--- src/rtl/aes_uart_packer.sv ---
// Serialises one latched AES block onto a byte-wide UART transmitter, MSB byte first,
// using the transmitter's start/ready handshake.
module aes_uart_packer #(
  parameter int unsigned NUM_BYTES = 16,
  parameter int unsigned CNT_W     = 4
) (
  input  logic                   clk,
  input  logic                   rst_n,
  input  logic [8*NUM_BYTES-1:0] blk_in,
  input  logic                   blk_valid,
  output logic                   blk_ready,
  output logic [7:0]             tx_data,
  output logic                   tx_start,
  input  logic                   tx_ready,
  output logic                   busy,
  output logic                   done
);

  localparam int unsigned BlkW = 8 * NUM_BYTES;
  localparam logic [CNT_W-1:0] LastIdx = CNT_W'(NUM_BYTES - 1);

  typedef enum logic [1:0] {StIdle, StIssue, StWaitAck, StWaitDone} state_e;

  state_e            state_q, state_d;
  logic [BlkW-1:0]   shift_q, shift_d;
  logic [CNT_W-1:0]  cnt_q, cnt_d;
  logic [7:0]        tx_data_q, tx_data_d;
  logic              tx_start_q, tx_start_d;
  logic              done_q, done_d;

  always_ff @(posedge clk or negedge rst_n) begin
    if (!rst_n) begin
      state_q    <= StIdle;
      shift_q    <= '0;
      cnt_q      <= '0;
      tx_data_q  <= 8'h00;
      tx_start_q <= 1'b0;
      done_q     <= 1'b0;
    end else begin
      state_q    <= state_d;
      shift_q    <= shift_d;
      cnt_q      <= cnt_d;
      tx_data_q  <= tx_data_d;
      tx_start_q <= tx_start_d;
      done_q     <= done_d;
    end
  end

  always_comb begin
    state_d    = state_q;
    shift_d    = shift_q;
    cnt_d      = cnt_q;
    tx_data_d  = tx_data_q;
    tx_start_d = 1'b0;
    done_d     = 1'b0;
    unique case (state_q)
      StIdle: begin
        if (blk_valid) begin
          shift_d = blk_in;
          cnt_d   = '0;
          state_d = StIssue;
        end
      end
      StIssue: begin
        if (tx_ready) begin
          tx_data_d  = shift_q[BlkW-1 -: 8];
          tx_start_d = 1'b1;
          shift_d    = shift_q << 8;
          state_d    = StWaitAck;
        end
      end
      // tx_ready still reads idle during the start cycle; wait for it to drop first
      StWaitAck: begin
        if (!tx_ready) begin
          state_d = StWaitDone;
        end
      end
      StWaitDone: begin
        if (tx_ready) begin
          if (cnt_q == LastIdx) begin
            done_d  = 1'b1;
            cnt_d   = '0;
            state_d = StIdle;
          end else begin
            cnt_d   = cnt_q + CNT_W'(1);
            state_d = StIssue;
          end
        end
      end
      default: state_d = StIdle;
    endcase
  end

  assign blk_ready = (state_q == StIdle);
  assign busy      = (state_q != StIdle);
  assign tx_data   = tx_data_q;
  assign tx_start  = tx_start_q;
  assign done      = done_q;

endmodule
--- config.mk ---
export PLATFORM = sky130hd
export DESIGN_NAME = aes_uart_packer
export DESIGN_NICKNAME = d
export VERILOG_FILES = /design/src/rtl/aes_uart_packer.sv
export SDC_FILE = /design/constraint.sdc
export NUM_CORES = 1
export LEC_CHECK = 0
export ABC_AREA = 1
export BUFFER_PORTS_ARGS = -buffer_cell sky130_fd_sc_hd__buf_2
export CELL_PAD_IN_SITES_DETAIL_PLACEMENT = 0
export CELL_PAD_IN_SITES_GLOBAL_PLACEMENT = 2
export CORE_MARGIN = 4
export CORE_UTILIZATION = 33
export CTS_CLUSTER_DIAMETER = 50
export DETAILED_ROUTE_END_ITERATION = 8
export PLACE_DENSITY = 0.82
export SYNTH_ARGS = -nofsm -noshare
export SYNTH_HDL_FRONTEND = slang
export SYNTH_SLANG_ARGS = --single-unit
--- constraint.sdc ---
create_clock -name clk -period 2.27 [get_ports clk]
set_clock_uncertainty 0.2 [all_clocks]
set_input_delay 0.227 -clock clk [delete_from_list [all_inputs] [get_ports clk]]
set_output_delay 0.227 -clock clk [all_outputs]
set_load 0.01 [all_outputs]
# After elaboration in Yosys (flattened, before gate mapping)
# Index checks and enable logic that the tools add are counted.
# op_classes
add_sub_neg	1
n_eq_ne	8
n_mux	18
n_reduce_logical	8
# op_table
op	count
$mux 128	2
$pmux 128 s2	1
$mux 4	3
$mux 2	4
$ne 2x2->1 const B	4
$pmux 2 s4	1
$pmux 4 s2	1
$mux 1	6
$reduce_and 3->1	2
$reduce_bool 2->1	3
$add 4x1->4 const B	1
$eq 2x2->1 const B	2
$eq 4x4->1 const B	1
$reduce_and 4->1	1
$eq 2x1->1 const B	1
$logic_not 2->1	1
$reduce_and 2->1	1
# word_totals
regBits	144
inputBits	132
out_inout_bits	12
wordCells	41

# Logic depth before layout (Yosys ltp)
# Gate-level depths: netlist of the first run.
# logic_depth
word_depth	4
ltp_mapped	9
depth_no_buf	8

# Worst setup path after synthesis of the first run
# No wires, ideal clock.
# synth_timing
path_type	register -> register
start	reg state_q[0]
end	reg shift_q[27]
setup_ns	0.123
arrival_ns	1.493
t_required_ns	1.947
slack_ns	0.453
stages_incl_launch_ff	10
path_buffers	2
synth_period_minus_slack_ns	1.817
path_cell_list	dfrtp_1 inv_1 ha_1 inv_1 o21ai_1 nand2_1 buf_6 buf_4 nand2_1 o21ai_1
# synth_via
elab_chain_len	3
elab_cells_between_ends	7
cone_classes	3 x eq/ne; 1 x mux; 3 x reduce/logical
# synth_lines
element	line_no	text
from (decl)	24	state_e state_q, state_d;
from (signal assigned)	33	state_q <= StIdle;
from (signal assigned)	40	state_q <= state_d;
$logic_not 2->1 *	n/a	
named net blk_ready	11	output logic blk_ready,
$ne 2x2->1 (no source line) or $reduce_bool 2->1 (tied branches)	n/a	
$reduce_and 3->1 (no source line)	n/a	
to (signal assigned)	41	shift_q <= shift_d;
to (decl)	25	logic [BlkW-1:0] shift_q, shift_d;
# The timed path passes the listed nets; every way through them passes the cells marked *.
# A chain may end at the register's enable or synchronous reset.

# Worst setup path after layout of the first run
# layout_timing
start	reg state_q[0]
end	reg shift_q[28]
# layout_via
elab_chain_len	3
elab_cells_between_ends	7
cone_classes	3 x eq/ne; 1 x mux; 3 x reduce/logical
# layout_lines
element	line_no	text
$eq 2x1->1 or $logic_not 2->1 (tied branches)	56	unique case (state_q)
$ne 2x2->1 (no source line) or $reduce_bool 2->1 (tied branches)	n/a	
$reduce_and 3->1 (no source line)	n/a	
# Several ways; a longest one is shown, not always the timed one.

==> results of run 1 <==
## worst register-to-register path, stage by stage, from the launching register on
cell and delay [ns]:
dfrtp_1 0.46, inv_1 0.12, ha_1 0.25, inv_1 0.13, o21ai_1 0.10, nand2_4 0.16
buf_12 0.33, nand2_1 0.17, o21ai_1 0.09
## flip-flops by register name (all words and copies together) (netlist names)
name      cells
cnt_q         4
done          1
shift_q     128
state_q       2
tx_data       8
tx_start      1
## logic make-up (layout without fill, tap and decap cells)
group	count (synthesis)	after routing
adder cells (fa/ha/maj)	6	6
AO/OA/AOI/OAI	253	253
flip-flops	144	144
buffers and inverters	66	262
AND/OR/NAND/NOR	316	316
## cell usage after synthesis, drive strengths merged
cell | instances | area (um^2)
nand2 | 184 | 693
nor3 | 1 | 5.00
inv | 10 | 37.5
ha | 6 | 75.1
buf | 40 | 362
dfrtp | 144 | 3600
clkinv | 1 | 3.75
or2 | 121 | 757
o21ai | 252 | 1310
o211ai | 1 | 7.51
nand3 | 6 | 30.0
clkbuf | 15 | 56.3
nand4 | 1 | 6.26
nor2 | 3 | 11.3
## layer usage
metal  GRT usage  vias up  share of wire
met3      0.0390       13          0.044
met4      0.0433        0          0.013
met1       0.216     2553           0.50
li1            -     2962              -
met5           0        -              0
met2       0.222      118           0.44
## worst max path at each step
stage	slack, ns	from	end	cells past startpoint
after floorplan	0.45	state_q[0]$_DFFE_PN0P_	shift_q[27]$_DFFE_PN0P_	9
final	0.18	state_q[0]$_DFFE_PN0P_	shift_q[28]$_DFFE_PN0P_	8
after CTS	0.19	state_q[0]$_DFFE_PN0P_	shift_q[6]$_DFFE_PN0P_	8
after detailed placement	0.21	state_q[0]$_DFFE_PN0P_	shift_q[7]$_DFFE_PN0P_	8
after global routing	0.01	state_q[0]$_DFFE_PN0P_	shift_q[36]$_DFFE_PN0P_	8
after global placement	0.22	state_q[0]$_DFFE_PN0P_	shift_q[7]$_DFFE_PN0P_	8
## cell type report
type	count	share of cell area
clock inverter	10	0.0123
tap	270	0.0374
timing repair buffer	220	0.173
clock buffer	21	0.0520
multi-input combinational	575	0.322
sequential	144	0.398
inverter	11	0.00470
## power by group
group,total (mW),internal [mW],switching (mW)
registers,4.54,3.87,0.669
clock network,2.75,1.69,1.06
logic,5.41,2.17,3.24
total,12.7,7.73,4.97
## through the flow
step	power, mW	utilization	instances
3_3_place_gp	9.89	0.381	1155
6_report	12.7	0.441	1251
3_5_place_dp	9.99	0.381	1155
2_1_floorplan	8.96	-	785
4_1_cts	12.9	0.441	1251
5_1_grt	13.9	0.441	1251
==> flow_summary.json, run 1 <==
{
  "antenna_found_initial": 0,
  "ir_drop_mv": 0.585,
  "hold_path_end": "shift_q[65]$_DFFE_PN0P_",
  "regToRegEndpoint": "shift_q[28]$_DFFE_PN0P_",
  "critical_path_buf_inv_count": 3,
  "r2r-start": "state_q[0]$_DFFE_PN0P_",
  "crit_fanout": 92,
  "gr-usage-all-layers": 0.150,
  "worst_path_max_delay_cell": "dfrtp_1",
  "cp-end-kind": "register",
  "routedWlPerCell_um": 13.8,
  "n_antenna_cell": 0,
  "cts_setup_buffers": 0,
  "viasPerCell": 4.51,
  "syn_inst": 785,
  "multi_input_area_mm2": 0.00292,
  "grt-ovfl-total": 0,
  "critPathLaunchType": "register",
  "holdBufCountCts": 65,
  "setup-tns-final_ns": 0,
  "p_leak_nw": 4.31,
  "ctsResizeCount": 0,
  "min-delay-start": "blk_in[65]",
  "firstDrtPassIters": 4,
  "max_freq_mhz": 478,
  "cts_sinks": 144,
  "holdPathStages": 4,
  "grt_setup_unrepaired": "no",
  "synth_compound_area_frac": 0.189,
  "rrSetupSlack_ns": 0.18,
  "path_cells": "inv_1 > ha_1 > inv_1 > o21ai_1 > nand2_4 > buf_12 > nand2_1 > o21ai_1",
  "ys_ff_latch": 144,
  "syn_area_mm2": 0.00696,
  "finalHoldWorstSlack_ns": 0.00507,
  "synth_xor_area_frac": 0,
  "cp.arrival_ns": 2.24,
  "synth_fa_ha_area_frac": 0.0108,
  "grt_pass1_vias": 5541,
  "ff2ff_path_depth": 8,
  "drv_slew": 0,
  "globalplace.congestion": 0.750,
  "drt-total-wl_mm": 17.3,
  "fin_nets": 1107,
  "hold_viol": 0,
  "htree_levels": 4,
  "num_vias": 5646,
  "cts_tree": "yes",
  "power_density_mw_per_mm2": 1400,
  "placed_area_mm2": 0.00781,
  "grt_max_degree": 93,
  "drt.antenna.violating_nets": 0,
  "area_growth_pct": 30.0,
  "die_w_um": 153,
  "fin_ws_ns": 0.177,
  "post-route-period-util": 0.922,
  "finalSetupViolCount": 0,
  "grt_pass1_wl_mm": 28.5,
  "register_area_mm2": 0.00360,
  "syn_nets": 923,
  "insertion_delay_ns": 0.42,
  "run_status": "completed",
  "clk_pin_slew_ns": 0.06,
  "required_ns": 2.41,
  "ys.warnings.count": 0,
  "core_mm2": 0.0205,
  "yosys.area_share.simple": 0.216,
  "dieArea_mm2": 0.0235,
  "io_pins": 144,
  "drive_above_1_share": 0.329,
  "pre_cts_ws_ns": 0.207,
  "syn_avg_cell_area_um2": 8.86,
  "rows": 52,
  "crit_type": "register to register",
  "fillers": 2094,
  "layout_common_cells": "nand2_1 (182), dfrtp_1 (144), buf_2 (142)",
  "cap_violations": 0,
  "final_common_cell": "nand2_1",
  "final_cell_area_mm2": 0.00904,
  "clockBufferDepth": 2,
  "maxSlewHeadroom": 0.669,
  "cts_made_buffers": 17,
  "root_buffer": "clkbuf_16",
  "synth_seq_area_share": 0.518,
  "initial_utilization": 0.339,
  "min_path_type": "input pin to register",
  "drc_errors": 0,
  "tightest_slew_ns": 0.496,
  "initialDrtViolationCount": 296,
  "period_minus_slack_ns": 2.09,
  "dp_hpwl_mm": 11.3,
  "yosysUniqueCellTypes": 19,
  "slowest_delay_ns": 0.46,
  "synth_top_family_by_area": "simple AND/OR/NAND/NOR gates",
  "port_buffers": 143,
  "critPathTopFamily": "buffers and inverters",
  "synthMuxAreaShare": 0,
  "dieHeight_um": 153
}
(Power assumes the default switching activity.)
==> run 2, diff against run 1 <==
--- a/config.mk
+++ b/config.mk
@@ -10,9 +10,11 @@
 export CELL_PAD_IN_SITES_DETAIL_PLACEMENT = 0
 export CELL_PAD_IN_SITES_GLOBAL_PLACEMENT = 2
+export CORE_ASPECT_RATIO = 1.75
 export CORE_MARGIN = 4
-export CORE_UTILIZATION = 33
+export CORE_UTILIZATION = 34
+export CTS_BUF_LIST = sky130_fd_sc_hd__clkbuf_8
 export CTS_CLUSTER_DIAMETER = 50
 export DETAILED_ROUTE_END_ITERATION = 8
-export PLACE_DENSITY = 0.82
+export PLACE_DENSITY = 0.84
 export SYNTH_ARGS = -nofsm -noshare
 export SYNTH_HDL_FRONTEND = slang
--- a/constraint.sdc
+++ b/constraint.sdc
@@ -3,3 +3,3 @@
 set_input_delay 0.227 -clock clk [delete_from_list [all_inputs] [get_ports clk]]
 set_output_delay 0.227 -clock clk [all_outputs]
-set_load 0.01 [all_outputs]
+set_load 0.05 [all_outputs]
==> flow_summary.json, run 2 (synthesized netlist as in run 1, its figures left out) <==
{
  "run_status": "completed",
  "fillers": 2035,
  "gr-usage-all-layers": 0.170,
  "cap_violations": 0,
  "worst_path_max_delay_cell": "dfrtp_1",
  "cts_tree": "yes",
  "hold_viol": 0,
  "critical_path_buf_inv_count": 3,
  "drt.antenna.violating_nets": 0,
  "antenna_found_initial": 0,
  "grt_setup_unrepaired": "no",
  "cp-end-kind": "register",
  "crit_fanout": 71,
  "drive_above_1_share": 0.314,
  "dp_hpwl_mm": 12.1,
  "drc_errors": 0,
  "critPathLaunchType": "register",
  "maxSlewHeadroom": 0.671,
  "drt-total-wl_mm": 18.9,
  "setup-tns-final_ns": 0,
  "grt_pass1_wl_mm": 30.7,
  "clk_pin_slew_ns": 0.08,
  "routedWlPerCell_um": 14.6,
  "regToRegEndpoint": "shift_q[28]$_DFFE_PN0P_",
  "power_density_mw_per_mm2": 1320,
  "cts_made_buffers": 17,
  "port_buffers": 143,
  "p_switching_mw": 5.18,
  "cts_sinks": 144,
  "post-route-period-util": 0.914,
  "cp.arrival_ns": 2.19,
  "p_comb_frac": 0.464,
  "clockBufferDepth": 2,
  "crit_type": "register to register",
  "globalplace.congestion": 0.770,
  "num_vias": 6012,
  "fin_nets": 1168,
  "path_cells": "inv_1 > ha_2 > inv_1 > o21ai_1 > nand2_4 > buf_12 > nand2_1 > o21ai_1",
  "largest_register_ffs": 128,
  "largest-register": "shift_q",
  "grt_max_degree": 72,
  "initialDrtViolationCount": 386,
  "core_mm2": 0.0202,
  "p_leak_nw": 4.49,
  "multi_input_area_mm2": 0.00292,
  "ff2ff_path_depth": 8,
  "slowest_delay_ns": 0.46,
  "final_core_util": 0.467,
  "tightest_slew_ns": 0.494,
  "min_path_type": "input pin to asynchronous set/reset pin",
  "p_clk_frac": 0.173,
  "required_ns": 2.38,
  "dieHeight_um": 197,
  "rrSetupSlack_ns": 0.20,
  "htree_levels": 4,
  "total_power_mw": 12.5,
  "insertion_delay_ns": 0.44,
  "rows": 69,
  "firstDrtPassIters": 5,
  "critPathTopFamily": "buffers and inverters",
  "n_antenna_cell": 0,
  "seqPwrFrac": 0.363,
  "drv_slew": 0,
  "dieArea_mm2": 0.0229,
  "sw_frac_of_total": 0.416,
  "r2r-start": "state_q[0]$_DFFE_PN0P_",
  "final_common_cell": "nand2_1",
  "layout_common_cells": "nand2_1 (182), dfrtp_1 (144), buf_2 (142)",
  "internal_power_mw": 7.27,
  "area_growth_pct": 35.7,
  "initial_utilization": 0.344,
  "io_pins": 144,
  "register_area_mm2": 0.00360,
  "finalSetupViolCount": 0,
  "root_buffer": "clkbuf_8",
  "grt_pass1_vias": 6061,
  "max_freq_mhz": 482,
  "ir_drop_mv": 0.701,
  "die_w_um": 116,
  "grt-ovfl-total": 0,
  "period_minus_slack_ns": 2.07,
  "viasPerCell": 4.66
}
[run 2: layer usage]
metal / vias up / GRT usage / wire (um)
li1: 3076 / - / -
met3: 22 / 0.0349 / 712
met5: - / 0 / 0
met4: 0 / 0.0572 / 371
met1: 2773 / 0.218 / 8350
met2: 141 / 0.285 / 9430
[run 2: area by class of cell]
type	instances	area share
multi-input combinational	575	0.309
clock buffer	20	0.0291
sequential	144	0.382
timing repair buffer	281	0.228
inverter	11	0.00464
tap	248	0.0329
clock inverter	12	0.0151
[run 2: stage by stage]
step / cell area (um^2) / worst slack, ns / cells / hold WS [ns]
after global placement: 7800 / 0.113 / 1137 / -0.0539
after floorplan: 6960 / 0.0487 / 785 / -0.269
final: 9440 / 0.195 / 1291 / 0.0262
after CTS: 9430 / 0.103 / 1290 / 0.00152
after global routing: 9440 / 0.0149 / 1291 / 0.00350
after detailed placement: 7800 / 0.119 / 1137 / -0.0560
[run 2: how the worst max path moves through the flow]
stage                                       from                       to  slack [ns]  depth (start not counted)
after floorplan           state_q[0]$_DFFE_PN0P_  shift_q[27]$_DFFE_PN0P_        0.05                          9
after CTS                 state_q[1]$_DFFE_PN0P_  shift_q[44]$_DFFE_PN0P_        0.10                          6
final                     state_q[0]$_DFFE_PN0P_  shift_q[28]$_DFFE_PN0P_        0.20                          8
after detailed placement  state_q[1]$_DFFE_PN0P_  shift_q[44]$_DFFE_PN0P_        0.12                          6
after global routing      state_q[1]$_DFFE_PN0P_  shift_q[12]$_DFFE_PN0P_        0.01                          8
after global placement    state_q[1]$_DFFE_PN0P_  shift_q[44]$_DFFE_PN0P_        0.11                          6
[run 2: what timing repair did]
action	in CTS	in global routing
hold buffers	121	1
gates resized for setup	0	1
endpoints found under the setup margin	0	1
endpoints found under the hold margin	265	1
setup buffers	0	0
[run 2: power by group through the flow]
stage	clock network, mW	logic, mW	registers, mW
finish	2.15	5.78	4.53
global placement	0	5.60	4.56
detailed placement	0	5.70	4.57
global route	2.34	6.67	4.68
floorplan	0	4.67	4.56
CTS	2.23	5.88	4.54
